File: config.mk
export PLATFORM = sky130hd
export DESIGN_NAME = rf_write_arbiter
export DESIGN_NICKNAME = d
export VERILOG_FILES = /design/src/rtl/rf_write_arbiter.sv
export SDC_FILE = /design/constraint.sdc
export NUM_CORES = 1
export LEC_CHECK = 0
export CAP_MARGIN = 20
export CORE_MARGIN = 4
export CORE_UTILIZATION = 39
export CTS_CLUSTER_SIZE = 24
export DETAILED_ROUTE_END_ITERATION = 8
export GPL_TIMING_DRIVEN = 1
export PLACE_DENSITY_LB_ADDON = 0.25
export SYNTH_ARGS = -nofsm -noshare
export SYNTH_HDL_FRONTEND = slang
export SYNTH_SLANG_ARGS = --single-unit
File: constraint.sdc
create_clock -name clk -period 5.8 [get_ports clk]
set_input_delay 1.45 -clock clk [delete_from_list [all_inputs] [get_ports clk]]
set_output_delay 1.45 -clock clk [all_outputs]
set_load 0.005 [all_outputs]
File: src/rtl/rf_write_arbiter.sv
// Round-robin arbiter sharing the single register-file write port between NREQ writers.
// One request is granted per cycle, and the winner is registered onto rf_we/rf_wa/rf_wd.
module rf_write_arbiter #(
    parameter int NREQ = 3,
    parameter int AW   = 5,
    parameter int DW   = 32
) (
    input  logic                     clk,
    input  logic                     reset,
    input  logic                     stall,
    input  logic [NREQ-1:0]          req_valid,
    input  logic [NREQ*AW-1:0]       req_addr,
    input  logic [NREQ*DW-1:0]       req_data,
    output logic [NREQ-1:0]          req_ready,
    output logic                     rf_we,
    output logic [AW-1:0]            rf_wa,
    output logic [DW-1:0]            rf_wd,
    output logic [$clog2(NREQ)-1:0]  grant_id,
    output logic                     pend_valid
);

    localparam int IW = $clog2(NREQ);

    logic [IW-1:0] last_q, last_d;
    logic          we_q, we_d;
    logic [AW-1:0] wa_q, wa_d;
    logic [DW-1:0] wd_q, wd_d;
    logic [IW-1:0] gid_q, gid_d;

    logic          win_found;
    logic [IW-1:0] win_idx;
    logic          grant_en;
    logic [AW-1:0] win_addr;
    logic [DW-1:0] win_data;

    // Rotating search starting just after the most recently accepted requester.
    always_comb begin
        int            cand;
        logic [IW-1:0] cand_idx;
        // NOTE: every combinational output gets a default first, so no path leaves it unassigned (no latch).
        win_found = 1'b0;
        win_idx   = '0;
        cand      = 0;
        cand_idx  = '0;
        for (int k = 1; k <= NREQ; k++) begin
            cand     = (int'(last_q) + k) % NREQ;
            cand_idx = cand[IW-1:0];
            if (!win_found && req_valid[cand_idx]) begin
                win_found = 1'b1;
                win_idx   = cand_idx;
            end
        end
    end

    always_comb begin
        grant_en  = win_found && !stall && !reset;
        win_addr  = req_addr[int'(win_idx)*AW +: AW];
        win_data  = req_data[int'(win_idx)*DW +: DW];
        req_ready = '0;
        if (grant_en) begin
            req_ready[win_idx] = 1'b1;
        end

        last_d = last_q;
        we_d   = 1'b0;
        wa_d   = wa_q;
        wd_d   = wd_q;
        gid_d  = gid_q;
        if (grant_en) begin
            last_d = win_idx;
            we_d   = |win_addr;   // x0 writes are accepted but never issued
            wa_d   = win_addr;
            wd_d   = win_data;
            gid_d  = win_idx;
        end
    end

    // NOTE: sequential state uses non-blocking assignments so all registers update together at the edge.
    always_ff @(posedge clk) begin
        if (reset) begin
            last_q <= IW'(NREQ - 1);
            we_q   <= 1'b0;
            wa_q   <= '0;
            wd_q   <= '0;
            gid_q  <= '0;
        end else begin
            last_q <= last_d;
            we_q   <= we_d;
            wa_q   <= wa_d;
            wd_q   <= wd_d;
            gid_q  <= gid_d;
        end
    end

    assign rf_we      = we_q;
    assign rf_wa      = wa_q;
    assign rf_wd      = wd_q;
    assign grant_id   = gid_q;
    assign pend_valid = we_q;

endmodule
=== Yosys cells after proc, flatten, opt, wreduce, memory -nomap -nowiden ===
Cells that the tools add are included.

* Bits of input ports: 117
* Logic and storage cells: 46
* Flip-flop bits (word level): 42
* Output and inout bits: 44

* Muxes and demuxes: 15
* Add/sub/neg operators: 3
* Divide/modulo/power cells: 3
* Reduce and logical (&&, ||, !) cells: 11
* Bitwise logic cells: 1
* Shift-type cells: 2
* Magnitude comparators: 5
* $mul: 1

{| class="wikitable"
|+ Operators by type and width
! kind !! count
|-
| remainder unit 32 x 3 -> 32 bit (second input constant) || 3
|-
| variable part select 96 x 8 -> 32 bit || 1
|-
| variable part select 15 x 6 -> 5 bit || 1
|-
| less-than comparator 2 x 3 -> 1 bit (second input constant) || 4
|-
| two-way mux 1 bit || 7
|-
| adder 2 x 2 -> 3 bit (second input constant) || 2
|-
| binary-select mux 1 bit (select 2 bit) || 3
|-
| two-way mux 2 bit || 3
|-
| logical AND 1 bit || 5
|-
| multiplier 2 x 3 -> 5 bit (second input constant) || 1
|-
| OR reduction 5 bit || 1
|-
| logical NOT 1 bit || 4
|-
| adder 2 x 1 -> 3 bit (second input constant) || 1
|-
| two-way mux 3 bit || 1
|-
| demux 1 bit (select 2 bit) || 1
|-
| greater-or-equal comparator 2 x 1 -> 1 bit (second input constant) || 1
|-
| OR reduction 2 bit || 1
|-
| NOT 1 bit || 1
|}

=== Longest topological paths before layout ===
Gate-level depths: netlist of run 1.

* Word-level depth: 16
* Gate-level depth with buffers: 12
* Mapped depth without buffers: 9

=== Worst setup path before layout of run 1 ===
OpenSTA, ideal clock, no wires.

* Kind: input -> output
* Start point: input port req_valid[1]
* End point: output port req_ready[0]
* Path buffers: 3
* Path slack: 1.532 ns
* Data arrival time: 2.818 ns
* Cell stages on the path: 8
* Path through: and3b_1 buf_6 a21o_1 o41a_1 nor2b_1 buf_2 buf_2 and3_1

* Cells in the longest elaborated chain, start to end: 14
* Elaborated cells on any way between the ends: 24
* Classes of those cells: order compare: 2; mux: 15; reduce/logical: 7

{| class="wikitable"
|+ Ends and longest elaborated chain
! item !! line !! RTL
|-
| start: declaration || 11 || <nowiki>input logic [NREQ-1:0] req_valid,</nowiki>
|-
| binary-select mux 1 bit (select 2 bit) || 48 || <nowiki>if (!win_found && req_valid[cand_idx]) begin</nowiki>
|-
| two-way mux 1 bit (not written as such) || 48 ||
|-
| two-way mux 1 bit || 48 ||
|-
| logical NOT 1 bit || 48 ||
|-
| logical AND 1 bit || 48 ||
|-
| two-way mux 1 bit || 48 ||
|-
| logical NOT 1 bit || 48 ||
|-
| logical AND 1 bit || 48 ||
|-
| two-way mux 2 bit || 48 ||
|-
| less-than comparator 2 x 3 -> 1 bit (not written as such) / greater-or-equal comparator 2 x 1 -> 1 bit (equally long branches) || 61 || <nowiki>req_ready[win_idx] = 1'b1;</nowiki>
|-
| logical AND 1 bit (not written as such) || 61 ||
|-
| two-way mux 1 bit (not written as such) || 61 ||
|-
| demux 1 bit (select 2 bit) || 61 ||
|-
| two-way mux 3 bit (*) || 60 || <nowiki>if (grant_en) begin</nowiki>
|-
| end: declaration || 14 || <nowiki>output logic [NREQ-1:0] req_ready,</nowiki>
|}

Mark *: on every way between the ends. The rest lies on a longest branch, timed or not. The select of a mux whose other input is x is not followed.

=== Worst setup path in the final report of run 1 ===
* Start point: input port req_valid[2]
* End point: output port req_ready[1]

The elaborated chain is that of the path after synthesis.

==> run metrics, run 1 <==
Antenna Violating Nets Remaining 0; clock slew at the register clock pins of the worst setup and hold paths 0.08 ns; TritonCTS clock tree yes; Synth top area share 0.3325; Synth Flop Type dfxtp_1; Gate power share 0.558; DRC errors left 0; post-synthesis sequential area ratio 0.3325; Max-slew headroom 0.6386; antenna cells 0; max cap viols 0; DIE HEIGHT 87.56 um; critical path's largest stage delay 0.57 ns; Synth area leader dfxtp_1; crit path DAT 3.75 ns; initial antenna violation count 0; reg2reg start last_q[0]; H-tree lvl count 2; internal power contribution 976.6 uW; count leader, synth dfxtp_1; DPL Wire Length 6.307 mm; crit-path cells clkdlybuf4s50_1, nand2_1, a21oi_1, o41a_1, nor2b_2, and3_1, clkdlybuf4s50_1; hold wc startpoint rf_wa[1]; Routed wire per std cell 15.86 um; cell area after synthesis 2469 um^2; Psw 537.5 uW; RSZ-0062 raised after global routing no; Setup violations, final 0; Root Driver clkbuf_8; post-CTS setup repair buffer count 0; Final #Nets 550; Avg Cell Area, Syn 8.880 um^2; grt ovf 0; LEAKAGE 1.705 nW; FFs w/ async S/R, synth 0; clk sink count 41; initial DRC count 103; Post-synth EDFFs 0; final worst-path setup slack 0.6034 ns; startpoint types primary input; global-route wire length before repair 12.25 mm; # port buffers 160; Synth warnings 0; post-CTS resize count 0; CTS Buf Count 5; largest net degree at the start of global routing 35; fin crit period 5.197 ns; via/cell ratio 5.224; area grow syn2layout 69.44%; # hold bufs at CTS 0; Placer Congestion 0.9507; status complete, no violations; most numerous cell on the critical path clkdlybuf4s50_1; total core area 6026 um^2; Clock Power Share 0.180; Synthesized Nets 399; vias in the first global route 2562; CP max-delay cell clkdlybuf4s50_1; PD cells 362.0 nW/um^2; DIE WIDTH 87.56 um; Worst Path Buf+Inv 2; VDD IR-drop max 0.2158 mV; measured slew at the worst slew-check pin 0.5398 ns; Worst EP required 4.35 ns; total wire length 8.010 mm; Net Sw Frac 0.3550; Post-synth top cells 41 x dfxtp_1, 34 x nand2_1, 30 x a22o_1, 30 x mux2i_1, 20 x o21ai_1; Ports 161; DIE AREA 7667 um^2; CP delay by family, top buffers and inverters; highest clock rate 0.1924 GHz; row cnt 28; Final Cycle Share 0.8960; synth top area cells dfxtp_1 33%, mux2i_1 12%, a22o_1 11%, nand2_1 5.2%, o21ai_1 4.1%; Max Buffers Root-to-Sink 2; Worst Setup SP req_valid[2]; Total Neg Setup Slack 0 ns; Flop pwr share 0.261; CP Class in -> out; Initial Util 0.4097; Total Routing Usage GR 0.2036; Skew-Pair Late Insertion Delay 0.29 ns; worst min path class reg -> reg; routed vias 2638; flop and latch count out of synthesis 41; Worst Clk Skew 0.007290 ns; final hold violations 0; layout cell share with drive strength beyond 1 0.06279; Place WS 0.6315 ns; Mapped Cells 278; Final Max Slew Viols 0; crit path max fanout 5; post-synthesis cell type count 44; Worst setup EP type output pin; Initial DRT Pass Iterations 4
tightest hold or removal path, delay by kind of cell, from the launching register on:
| family | cells | cell delay (ns) |
|---|---|---|
| AOI/OAI and AO/OA | 1 | 0.05 |
| and+or+nand+nor | 1 | 0.05 |
| DFF | 1 | 0.34 |
logic make-up after synthesis:
family,count (synthesis),synth area share
adder cells (fa/ha/maj),4,0.02027
AND/OR/NAND/NOR,72,0.1389
AO/OA/AOI/OAI,100,0.2950
multiplexers,31,0.1308
flip-flops,41,0.3325
buffers and inverters,30,0.08261
state kept, by name, indices dropped and copies added, names as in the netlist:
register	cells
pend_valid	1
rf_wa	5
last_q	2
rf_wd	32
grant_id	1
through the flow:
stage / cells / power [mW] / hold slack (ns) / cell area [um^2] / util
after floorplan: 278 / 0.9760 / 0.4487 / 2469 / -
after global placement: 497 / 1.238 / 0.4400 / 4049 / 0.6719
after detailed placement: 497 / 1.255 / 0.4487 / 4049 / 0.6719
after CTS: 505 / 1.532 / 0.4684 / 4183 / 0.6941
after global routing: 505 / 1.626 / 0.4965 / 4183 / 0.6941
final: 505 / 1.514 / 0.4645 / 4183 / 0.6941
cell type report:
| cell class | instances | area, um^2 |
|---|---|---|
| fillers | 519 | 1843 |
| inverters | 5 | 18.77 |
| clock inverters | 3 | 65.06 |
| multi-input cells | 207 | 1446 |
| well taps | 75 | 93.84 |
| repair buffers | 169 | 1669 |
| flip-flops and latches | 41 | 820.8 |
| clock buffers | 5 | 68.82 |
cell usage in the layout (no fill, tap or decap), types with 2 or more instances in the layout:
cell type / Yosys / final
nand3_1: 8 / 8
o41a_1: 2 / 2
nor2_1: 14 / 14
clkbuf_8: 0 / 5
nand2_1: 34 / 34
nor2b_1: 3 / 2
ha_1: 4 / 4
a21o_1: 3 / 3
a21oi_1: 8 / 8
o211ai_1: 2 / 2
and3_1: 2 / 2
clkdlybuf4s50_1: 0 / 160
o21ai_1: 20 / 20
bufinv_16: 0 / 2
buf_4: 3 / 9
a311oi_1: 6 / 6
a22o_1: 30 / 30
dfxtp_1: 41 / 41
mux2i_1: 30 / 30
inv_1: 5 / 5
nand2b_1: 3 / 3
o21ai_0: 18 / 18
metal layers:
metal	global-route usage	up-vias	routed length, um
met4	0.05021	0	76
met5	0	-	0
met2	0.3582	122	4013
li1	-	1320	-
met1	0.2322	1190	3067
met3	0.07714	6	853
worst paths after layout:
kind,endpoint,slack [ns],cells after the start
setup / recovery,req_ready[1],0.60,7
hold / removal,rf_wa[1],0.46,2
setup reg to reg,pend_valid,2.75,10
hold reg to reg,rf_wa[1],0.46,2
power by group through the flow:
stage | Combinational [mW] | Clock [mW] | Sequential (mW)
finish | 0.845 | 0.273 | 0.396
global route | 0.926 | 0.293 | 0.407
CTS | 0.857 | 0.279 | 0.396
detailed placement | 0.854 | 0 | 0.401
global placement | 0.838 | 0 | 0.399
floorplan | 0.571 | 0 | 0.404
(Power assumes the default switching activity.)
==> inputs of run 2 (changes only) <==
ABC_AREA = 0   (was not set)
==> results of run 2 <==
The final DEF is identical to that of run 1; final timing and power are the same.
